--- src/rtl/adc_multi_ch_packer_if.sv ---
//------------------------------------------------------------------------------
// Module  : adc_multi_ch_packer_if
// Brief   : Sample-input and packed-word-output bus of the ADC packer.
// Rev     : 1.0  initial release
//------------------------------------------------------------------------------
`default_nettype none

interface adc_multi_ch_packer_if #(
    parameter int NUM_CH   = 2,
    parameter int SAMPLE_W = 16,
    parameter int PACK_N   = 8
);
    logic                                in_valid;
    logic [NUM_CH*SAMPLE_W-1:0]          in_data;
    logic [NUM_CH-1:0]                   in_or;
    logic                                out_valid;
    logic                                out_ready;
    logic [NUM_CH*PACK_N*SAMPLE_W-1:0]   out_data;
    logic [NUM_CH-1:0]                   out_ch_en;
    logic [NUM_CH-1:0]                   out_or;

    // master = sample source / word consumer, slave = packer
    modport master (
        output in_valid, in_data, in_or, out_ready,
        input  out_valid, out_data, out_ch_en, out_or
    );

    modport slave (
        input  in_valid, in_data, in_or, out_ready,
        output out_valid, out_data, out_ch_en, out_or
    );
endinterface

`default_nettype wire

--- src/rtl/adc_multi_ch_packer.sv ---
//------------------------------------------------------------------------------
// Module  : adc_multi_ch_packer
// Brief   : NUM_CH-channel ADC sample decimator/packer with start/stop FSM and
//           one-entry valid/ready hold register. Optional build macro:
//           ADC_PACK_TEST_PATTERN_EN (replace samples by a counter pattern).
// Rev     : 1.0  initial release
//------------------------------------------------------------------------------
`default_nettype none

module adc_multi_ch_packer #(
    parameter int NUM_CH   = 2,
    parameter int SAMPLE_W = 16,
    parameter int PACK_N   = 8
) (
    input  wire logic                 clk_100M,
    input  wire logic                 ch_A_rst_n,
    input  wire logic                 start_sample,
    input  wire logic                 stop_sample,
    input  wire logic [15:0]          dec_cfg,
    input  wire logic [NUM_CH-1:0]    ch_en,
    adc_multi_ch_packer_if.slave      bus,
    output logic                      busy,
    output logic                      overflow,
    output logic                      alg_rst_trig
);

    localparam int c_PW = PACK_N * SAMPLE_W;
    localparam int c_CW = $clog2(PACK_N);

    typedef enum logic [1:0] {
        IDLE  = 2'd0,
        RUN   = 2'd1,
        DRAIN = 2'd2
    } state_t;

    state_t                     r_state;
    logic [15:0]                r_dec_q;
    logic [15:0]                r_dec_cnt;
    logic [NUM_CH-1:0]          r_en_q;
    logic [NUM_CH-1:0]          r_or_acc;
    logic [c_CW-1:0]            r_pack_cnt;
    logic [c_PW-1:0]            r_pack [NUM_CH];
    logic                       r_out_valid;
    logic [NUM_CH*c_PW-1:0]     r_out_data;
    logic [NUM_CH-1:0]          r_out_ch_en;
    logic [NUM_CH-1:0]          r_out_or;
    logic                       r_overflow;
    logic                       r_alg_rst_trig;

    logic [NUM_CH*SAMPLE_W-1:0] w_sample;
    logic [NUM_CH-1:0]          w_or_in;
    logic [c_PW-1:0]            w_next [NUM_CH];
    logic [NUM_CH*c_PW-1:0]     w_word;
    logic                       w_cap;
    logic                       w_done;
    logic                       w_hold_free;

`ifdef ADC_PACK_TEST_PATTERN_EN
    logic [SAMPLE_W-1:0]        r_tp_idx;

    for (genvar c = 0; c < NUM_CH; c++) begin : g_tp
        assign w_sample[c*SAMPLE_W +: SAMPLE_W] = SAMPLE_W'(c << (SAMPLE_W - 4)) + r_tp_idx;
    end
    assign w_or_in = '0;

    always_ff @(posedge clk_100M or negedge ch_A_rst_n) begin
        if (!ch_A_rst_n) begin
            r_tp_idx <= '0;
        end else if (r_state == IDLE && start_sample) begin
            r_tp_idx <= '0;
        end else if (w_cap) begin
            r_tp_idx <= r_tp_idx + 1'b1;
        end
    end
`else
    assign w_sample = bus.in_data;
    assign w_or_in  = bus.in_or;
`endif

    // Stop has priority over a coincident beat: the partial word is discarded anyway
    assign w_cap       = (r_state == RUN) && !stop_sample && bus.in_valid && (r_dec_cnt == 16'd0);
    assign w_done      = w_cap && (r_pack_cnt == c_CW'(PACK_N - 1));
    assign w_hold_free = !r_out_valid || bus.out_ready;

    // Disabled channels keep an all-zero pack register
    for (genvar c = 0; c < NUM_CH; c++) begin : g_ch
        assign w_next[c] = r_en_q[c] ? {r_pack[c][c_PW-SAMPLE_W-1:0], w_sample[c*SAMPLE_W +: SAMPLE_W]}
                                     : '0;
        assign w_word[c*c_PW +: c_PW] = w_next[c];
    end

    always_ff @(posedge clk_100M or negedge ch_A_rst_n) begin
        if (!ch_A_rst_n) begin
            r_state        <= IDLE;
            r_dec_q        <= '0;
            r_dec_cnt      <= '0;
            r_en_q         <= '0;
            r_or_acc       <= '0;
            r_pack_cnt     <= '0;
            r_out_valid    <= 1'b0;
            r_out_data     <= '0;
            r_out_ch_en    <= '0;
            r_out_or       <= '0;
            r_overflow     <= 1'b0;
            r_alg_rst_trig <= 1'b0;
            for (int c = 0; c < NUM_CH; c++) r_pack[c] <= '0;
        end else begin
            r_alg_rst_trig <= 1'b0;
            case (r_state)
                IDLE: begin
                    if (start_sample) begin
                        r_state    <= RUN;
                        r_dec_q    <= dec_cfg;
                        r_en_q     <= ch_en;
                        r_overflow <= 1'b0;
                        r_dec_cnt  <= '0;
                        r_pack_cnt <= '0;
                        r_or_acc   <= '0;
                        for (int c = 0; c < NUM_CH; c++) r_pack[c] <= '0;
                    end
                end
                RUN: begin
                    if (stop_sample) begin
                        r_state    <= DRAIN;
                        r_pack_cnt <= '0;
                        r_or_acc   <= '0;
                    end else if (bus.in_valid) begin
                        r_dec_cnt <= (r_dec_q <= 16'd1 || r_dec_cnt == r_dec_q - 16'd1) ? 16'd0
                                                                                      : r_dec_cnt + 16'd1;
                        if (w_cap) begin
                            for (int c = 0; c < NUM_CH; c++) r_pack[c] <= w_next[c];
                            if (w_done) begin
                                r_pack_cnt <= '0;
                                r_or_acc   <= '0;
                            end else begin
                                r_pack_cnt <= r_pack_cnt + 1'b1;
                                r_or_acc   <= r_or_acc | w_or_in;
                            end
                        end
                    end
                end
                DRAIN: begin
                    if (w_hold_free) begin
                        r_state        <= IDLE;
                        r_alg_rst_trig <= 1'b1;
                    end
                end
                default: r_state <= IDLE;
            endcase

            // A completion into a full, stalled hold register is dropped
            if (w_done) begin
                if (w_hold_free) begin
                    r_out_valid <= 1'b1;
                    r_out_data  <= w_word;
                    r_out_or    <= r_or_acc | w_or_in;
                    r_out_ch_en <= r_en_q;
                end else begin
                    r_overflow  <= 1'b1;
                end
            end else if (r_out_valid && bus.out_ready) begin
                r_out_valid <= 1'b0;
            end
        end
    end

    assign bus.out_valid = r_out_valid;
    assign bus.out_data  = r_out_data;
    assign bus.out_ch_en = r_out_ch_en;
    assign bus.out_or    = r_out_or;
    assign busy          = (r_state != IDLE);
    assign overflow      = r_overflow;
    assign alg_rst_trig  = r_alg_rst_trig;

endmodule

`default_nettype wire

--- src/flat_wrapper.sv ---
// flat-port wrapper written by rule: the top's interface ports become plain ports
module adc_multi_ch_packer_flat 
#(
    parameter int NUM_CH   = 2,
    parameter int SAMPLE_W = 16,
    parameter int PACK_N   = 8
)
  (clk_100M, ch_A_rst_n, start_sample, stop_sample, dec_cfg, ch_en, busy, overflow, alg_rst_trig, bus_in_valid, bus_in_data, bus_in_or, bus_out_ready, bus_out_valid, bus_out_data, bus_out_ch_en, bus_out_or);
  adc_multi_ch_packer_if #(.NUM_CH(NUM_CH), .SAMPLE_W(SAMPLE_W), .PACK_N(PACK_N)) bus_i ();
  input  wire logic clk_100M;
  input  wire logic ch_A_rst_n;
  input  wire logic start_sample;
  input  wire logic stop_sample;
  input  wire logic [15:0] dec_cfg;
  input  wire logic [NUM_CH-1:0] ch_en;
  output logic busy;
  output logic overflow;
  output logic alg_rst_trig;
  input wire logic [$bits(bus_i.in_valid)-1:0] bus_in_valid;
  input wire logic [$bits(bus_i.in_data)-1:0] bus_in_data;
  input wire logic [$bits(bus_i.in_or)-1:0] bus_in_or;
  input wire logic [$bits(bus_i.out_ready)-1:0] bus_out_ready;
  output wire logic [$bits(bus_i.out_valid)-1:0] bus_out_valid;
  output wire logic [$bits(bus_i.out_data)-1:0] bus_out_data;
  output wire logic [$bits(bus_i.out_ch_en)-1:0] bus_out_ch_en;
  output wire logic [$bits(bus_i.out_or)-1:0] bus_out_or;
  assign bus_i.in_valid = bus_in_valid;
  assign bus_i.in_data = bus_in_data;
  assign bus_i.in_or = bus_in_or;
  assign bus_i.out_ready = bus_out_ready;
  assign bus_out_valid = bus_i.out_valid;
  assign bus_out_data = bus_i.out_data;
  assign bus_out_ch_en = bus_i.out_ch_en;
  assign bus_out_or = bus_i.out_or;
  adc_multi_ch_packer #(.NUM_CH(NUM_CH), .SAMPLE_W(SAMPLE_W), .PACK_N(PACK_N)) u_core (.clk_100M(clk_100M), .ch_A_rst_n(ch_A_rst_n), .start_sample(start_sample), .stop_sample(stop_sample), .dec_cfg(dec_cfg), .ch_en(ch_en), .bus(bus_i), .busy(busy), .overflow(overflow), .alg_rst_trig(alg_rst_trig));
endmodule
--- config.mk ---
export PLATFORM = sky130hd
export DESIGN_NAME = adc_multi_ch_packer_flat
export DESIGN_NICKNAME = d
export VERILOG_FILES = /design/src/rtl/adc_multi_ch_packer_if.sv /design/src/rtl/adc_multi_ch_packer.sv /design/src/flat_wrapper.sv
export SDC_FILE = /design/constraint.sdc
export NUM_CORES = 1
export LEC_CHECK = 0
export BUFFER_PORTS_ARGS = -buffer_cell sky130_fd_sc_hd__buf_2
export CORE_ASPECT_RATIO = 1.1
export CORE_MARGIN = 2
export CORE_UTILIZATION = 52
export CTS_CLUSTER_SIZE = 24
export DETAILED_ROUTE_END_ITERATION = 12
export GPL_TIMING_DRIVEN = 0
export MAX_ROUTING_LAYER = met4
export PLACE_DENSITY = 0.73
export SLEW_MARGIN = 20
export SYNTH_ARGS = -nofsm -noshare
export SYNTH_HDL_FRONTEND = slang
export SYNTH_SLANG_ARGS = --single-unit
--- constraint.sdc ---
create_clock -name clk_100M -period 3.9 [get_ports clk_100M]
set_clock_uncertainty 0.2 [all_clocks]
set_input_delay 0.39 -clock clk_100M [delete_from_list [all_inputs] [get_ports clk_100M]]
set_output_delay 0.39 -clock clk_100M [all_outputs]
set_load 0.01 [all_outputs]
## After elaboration in Yosys (flattened, before gate mapping)

Index checks and enable logic that the tools add are counted.

| storage, ports and cells | value |
|---|---|
| word-level logic and storage cells | 90 |
| input bits | 58 |
| output and inout port bits | 264 |
| bits in registers | 528 |

| cells by class | value |
|---|---|
| reductions and logical operators | 21 |
| bitwise gates (word level) | 1 |
| order comparisons | 1 |
| eq/ne operators | 13 |
| add/subtract/negate cells | 3 |
| multiplexer cells | 37 |

Operators with widths:

| operator | number |
|---|---|
| two-way mux 240 bit | 4 |
| one-hot mux 240 bit (2 select lines) | 1 |
| two-way mux 128 bit | 2 |
| two-way mux 16 bit | 4 |
| one-hot mux 16 bit (2 select lines) | 1 |
| adder 16 x 1 -> 16 bit (second input constant) | 1 |
| equality test 16 bit | 1 |
| <= comparator 16 x 1 -> 1 bit (second input constant) | 1 |
| logical NOT 16 bit | 1 |
| two-way mux 2 bit | 8 |
| subtractor 16 x 1 -> 16 bit (second input constant) | 1 |
| two-way mux 3 bit | 5 |
| inequality test 2 bit (second input constant) | 5 |
| two-way mux 1 bit | 9 |
| AND reduction 4 bit | 2 |
| one-hot mux 2 bit (3 select lines) | 1 |
| one-hot mux 3 bit (2 select lines) | 1 |
| AND reduction 2 bit | 3 |
| nonzero test 2 bit | 3 |
| logical AND 1 bit | 5 |
| AND reduction 5 bit | 1 |
| inequality test 2 x 1 -> 1 bit (second input constant) | 2 |
| one-hot mux 2 bit (2 select lines) | 1 |
| adder 3 x 1 -> 3 bit (second input constant) | 1 |
| 10 further kinds | 12 |

## Longest topological paths before layout

| depth | value |
|---|---|
| depth after elaboration | 10 |
| depth in mapped cells | 11 |
| mapped depth without buffers | 9 |

## Worst setup path after synthesis

Ideal clock, no wire load.

| timing path | value |
|---|---|
| path type | reg2reg |
| start point | register u_core.r_dec_q[0] |
| end point | register u_core.r_dec_cnt[2] |
| clock period less this slack | 2,837 ps |
| buffers on the path | 0 |
| stages on the path, launching flop included | 9 |
| path slack | 1,063 ps |
| arrival | 2,499 ps |
| required time | 3,562 ps |
| cell sequence | dfrtp_1 > inv_1 > ha_1 > or4b_1 > a2111o_1 > a2111oi_4 > nand4_4 > o2111ai_1 > o311ai_1 |

| on the way | value |
|---|---|
| word-level cells in the longest chain between the ends | 7 |
| elaborated cells between the ends (all ways) | 8 |

RTL lines:

| what | RTL line | text |
|---|---|---|
| from (decl) | adc_multi_ch_packer.sv:37 | `logic [15:0] r_dec_q;` |
| from (signal assigned) | adc_multi_ch_packer.sv:113 | `r_dec_q <= dec_cfg;` |
| subtractor 16 x 1 -> 16 bit | adc_multi_ch_packer.sv:128 | `r_dec_cnt <= (r_dec_q <= 16'd1 \|\| r_dec_cnt == r_dec_q - 16'd1) ? 16'd0` |
| equality test 16 bit | adc_multi_ch_packer.sv:128 |  |
| logical OR 1 bit (*) | adc_multi_ch_packer.sv:128 |  |
| two-way mux 16 bit (*) | adc_multi_ch_packer.sv:128 |  |
| two-way mux 16 bit (*) | adc_multi_ch_packer.sv:127 | `end else if (bus.in_valid) begin` |
| two-way mux 16 bit (*) | adc_multi_ch_packer.sv:123 | `if (stop_sample) begin` |
| one-hot mux 16 bit (2 select lines) (*) | adc_multi_ch_packer.sv:109 | `case (r_state)` |
| to (signal assigned) | adc_multi_ch_packer.sv:128 |  |
| to (decl) | adc_multi_ch_packer.sv:38 | `logic [15:0] r_dec_cnt;` |

Every way passes the cells marked *; elsewhere a longest branch is shown, timed or not. The select of a mux whose other input is x is not followed.
A chain may end at the register's enable or synchronous reset.

## Worst setup path after layout

| timing path | value |
|---|---|
| start point | register u_core.r_dec_cnt[12] |
| end point | register u_core.r_out_data[7] (netlist: u_core.bus.out_data[7]) |

| on the way | value |
|---|---|
| word-level cells in the longest chain between the ends | 4 |

RTL lines:

| what | RTL line | text |
|---|---|---|
| logical NOT 16 bit | adc_multi_ch_packer.sv:81 | `assign w_cap = (r_state == RUN) && !stop_sample && bus.in_valid && (r_dec_cnt == 16'd0);` |
| logical AND 1 bit | adc_multi_ch_packer.sv:81 |  |
| logical AND 1 bit | adc_multi_ch_packer.sv:82 | `assign w_done = w_cap && (r_pack_cnt == c_CW'(PACK_N - 1));` |
| AND reduction 2 bit (no source line) | n/a |  |
| to (signal assigned) | adc_multi_ch_packer.sv:155 | `r_out_data <= w_word;` |
| to (decl) | adc_multi_ch_packer.sv:44 | `logic [NUM_CH*c_PW-1:0] r_out_data;` |

Every way passes these cells.

==> results list <==
* Delay of the slowest cell on the worst path: 0.42 ns
* Area grow syn2layout: 21.8%
* Number of buffers inserted by port buffering: 321
* Drt drc: 0
- Overall power: 0.0131 W
* Worst-Margin Slew: 0.956 ns
* Floorplan row count: 78
- Floorplan die width: 199 microns
* Worst Slack Setup Final: 0.279 ns
- Most frequently used flop master after synthesis: sky130_fd_sc_hd__dfrtp_1
- Number of buffers added for setup after CTS: 0
* Share of final-layout standard cells stronger than drive strength 1: 0.156
- Net count of the mapped netlist: 2459
- The first global-routing pass estimated 101 mm of wire.
- Across the VDD grid, the largest voltage drop is 365 uV.
- Slowest CP cell: sky130_fd_sc_hd__nor4_1
* NumNets Final: 2894
- The routed design could run at a clock period as short as 3.62 ns.
- During synthesis, Yosys emitted a total of 0 warnings.
* Power density over cell area: 493 nW/um^2
* # IOs: 322
* Router iterations before antenna repair: 6
- The worst register-to-register path has a depth of 10.
- Final weighted congestion in routability-driven placement: 0.880
* Number of clock sinks: 528
* Average size of a mapped cell: 9.07 sq um
- Fraction of registers with async set or reset after synthesis: 1.00
- The floorplan step defined a core boundary enclosing 41300 sq um.
- Multi-input gate area: 7790 sq um
- TritonCTS created 51 clock buffers.
- CP Cell Sequence: clkbuf_1 -> nor4_1 -> nand4_1 -> nor2_1 -> nand3_1 -> clkbuf_1 -> clkbuf_2 -> clkbuf_1 -> nand2_1 -> o21ai_0
* Starting density of the core: 0.526
- For this design the static power due to leakage is 12.1 nW.
* Netlist Area Pre-Place: 21700 sq um
* Data arrival at the endpoint of the critical path: 3.87 ns
- Of the synthesized area, sequential elements account for 0.608.
- DP Wirelength: 46.8 mm
- Upper clock frequency limit: 276 MHz
* Die Span Y: 218 microns
* Critical Path Most Common Cell: sky130_fd_sc_hd__clkbuf_1
* Maximum clock insertion buffer count: 3
- Root Buffer: sky130_fd_sc_hd__clkbuf_16
- Hold_ws: 0.0261 ns
- Overall die area: 43500 sq um
- Final wirelength: 64.2 mm
- Category of the critical setup timing path: flip-flop to flip-flop
* Setup-violating endpoint count in the final report: 0
- Hold Crit Class: input port to flip-flop
- STA classifies the critical path endpoint as a flip-flop.
- Wire per inst: 18.7 microns
- Largest net degree at the start of global routing: 92
- Headroom to the max-slew limit came out at 0.361.
- Global routing usage summed across all routing layers: 0.308
- Crit path max fanout: 10
* Number of distinct library cells after synthesis: 64
* Tcrit/Tclk final: 0.928
- The count of nets left with antenna violations once routing finished came out at 0.
* RSZ-0062 raised after global routing: false
- Max Cap Viol: 0
* Worst Setup Start Kind: flip-flop
- In this run the number of H-tree levels came out at 2.
* TritonCTS clock tree: built
- The later pin in the worst-skew pair is clocked with a latency of 0.60 ns.
- Final max-slew violation count: 0
- Synthesis inferred 528 register bits.
- The flow ran to the end, and the final reports show no timing, DRC or antenna violations.
- Global routing finished with a remaining overflow of 0.
* Worst Path Required: 4.15 ns
- Initial drt markers: 1423
- Worst setup timing slack at the placement stage: -0.0201 ns
- Synthesis handed over a netlist of 2395 instances.
- Via count: 18800
- Total negative slack: 0 ns
- Fin. Hold Viols: 0
* Number of global-route vias before repair: 18600
* Flip-flop and latch area: 13200 sq um
- Clock-pin slew was measured on the worst setup and hold paths at 0.07 ns.
- In the routed layout, each cell is associated on average with a via count of 5.48.
- After filler insertion, the fill cell instance count of the layout stands at 3467.
* Post-synth EDFFs: 0
- Along the worst hold path, the cell count comes to 3.
* Initial antenna violation count: 6
[synthesized netlist by cell type, drive strengths merged, types with 5 or more instances]
cell	count	area, sq um
nand2	974	3660
dfrtp	528	13200
o21ai	465	2340
clkbuf	172	647
o31ai	32	240
nor2	26	97.6
mux2	16	180
xnor2	14	123
inv	12	45.0
nand3	11	55.1
nor4	11	96.3
xor2	11	96.3
a21oi	9	45.0
and2	9	56.3
buf	9	38.8
o211ai	9	67.6
nand4	8	65.1
ha	6	75.1
nand2b	5	31.3
nor3	5	25.0
o221ai	5	43.8
[cells by family after synthesis]
family          Yosys count  synth area share
mux                      16           0.00829
compound gates          554             0.140
buf+inv                 193            0.0336
flops                   528             0.608
simple gates           1073             0.196
fa+ha+maj                 6           0.00345
xor+xnor                 25            0.0101
[where the power goes]
part	switching, W	internal (W)
clock network	0.00213	0.00289
logic	0.00163	0.000586
registers	0.000182	0.00563
total	0.00395	0.00910
[sequential cells by signal, indices dropped and copies added (netlist names)]
| register | cells |
|---|---|
| u_core.alg_rst_trig | 1 |
| u_core.r_state | 2 |
| u_core.bus.out_or | 2 |
| u_core.r_pack_cnt | 3 |
| u_core.r_dec_q | 16 |
| u_core.r_dec_cnt | 16 |
| u_core.r_en_q | 2 |
| u_core.overflow | 1 |
| u_core.r_or_acc | 2 |
| u_core.bus.out_ch_en | 2 |
| u_core.r_pack | 224 |
| u_core.bus.out_data | 256 |
| u_core.bus.out_valid | 1 |
[routing by layer]
metal | up-vias | wire length [microns] | track usage
li1 | 8768 | - | -
met1 | 9237 | 27400 | 0.413
met2 | 672 | 30000 | 0.473
met3 | 145 | 4200 | 0.0543
met4 | 0 | 2560 | 0.119
met5 | - | 0 | -
[area by class of cell]
cell class / instances / share of cell area
Buffer: 181 / 0.0260
Inverter: 12 / 0.00170
Clock buffer: 75 / 0.0573
Clock inverter: 15 / 0.00638
Multi-Input combinational cell: 1674 / 0.294
Sequential cell: 528 / 0.499
Timing Repair Buffer: 382 / 0.0881
Tap cell: 560 / 0.0265
Antenna cell: 6 / 0.000567
[through the flow]
step	util	instances	instance area [sq um]
after floorplan	-	2395	21700
after global placement	0.582	3276	24000
after detailed placement	0.587	3282	24200
after CTS	0.641	3427	26500
after global routing	0.641	3433	26500
final	0.641	3433	26500
[path summary, 6_finish.rpt]
kind,start,endpoint,slack (ns)
max reg2reg,u_core.r_dec_cnt[12]$_DFFE_PN0P_,u_core.bus.out_data[7]$_DFFE_PN0P_,0.28
min reg2reg,u_core.bus.out_data[210]$_DFFE_PN0P_,u_core.bus.out_data[210]$_DFFE_PN0P_,0.27
min in group asynchronous,ch_A_rst_n,u_core.bus.out_data[194]$_DFFE_PN0P_,0.07
min,bus_in_valid,u_core.r_dec_cnt[13]$_DFFE_PN0P_,0.03
max in group asynchronous,ch_A_rst_n,u_core.bus.out_data[45]$_DFFE_PN0P_,1.51
max,u_core.r_dec_cnt[12]$_DFFE_PN0P_,u_core.bus.out_data[7]$_DFFE_PN0P_,0.28
[cells in the final DEF (no fill, tap or decap), drive strengths merged, types with 5 or more instances in the layout]
master,Yosys,final
nand2,974,974
clkinv,0,10
o211ai,9,9
xnor2,14,14
nand3,11,11
diode,0,6
dlygate4sd3,0,55
clkbuf,172,247
a21oi,9,9
o21ai,465,465
and2,9,9
nor3,5,5
xor2,11,11
nand4,8,8
buf,9,336
o31ai,32,32
nor4,11,11
mux2,16,16
nor2,26,26
inv,12,14
ha,6,6
dfrtp,528,528
o221ai,5,5
nand2b,5,5
[critical path, delay by kind of cell, from the launching register on]
family                 cells  cell delay, ns
and+or+nand+nor            5            1.38
buffers and inverters      4            1.38
AOI/OAI and AO/OA          1            0.12
DFF                        1            0.36
[repair_timing]
| item | in CTS | in global routing |
|---|---|---|
| setup endpoints to repair | 10 | 127 |
| hold buffers | 55 | 0 |
| endpoints found under the hold margin | 194 | 0 |
| gates resized for setup | 1 | 7 |
Power figures use the tool's default switching activity.
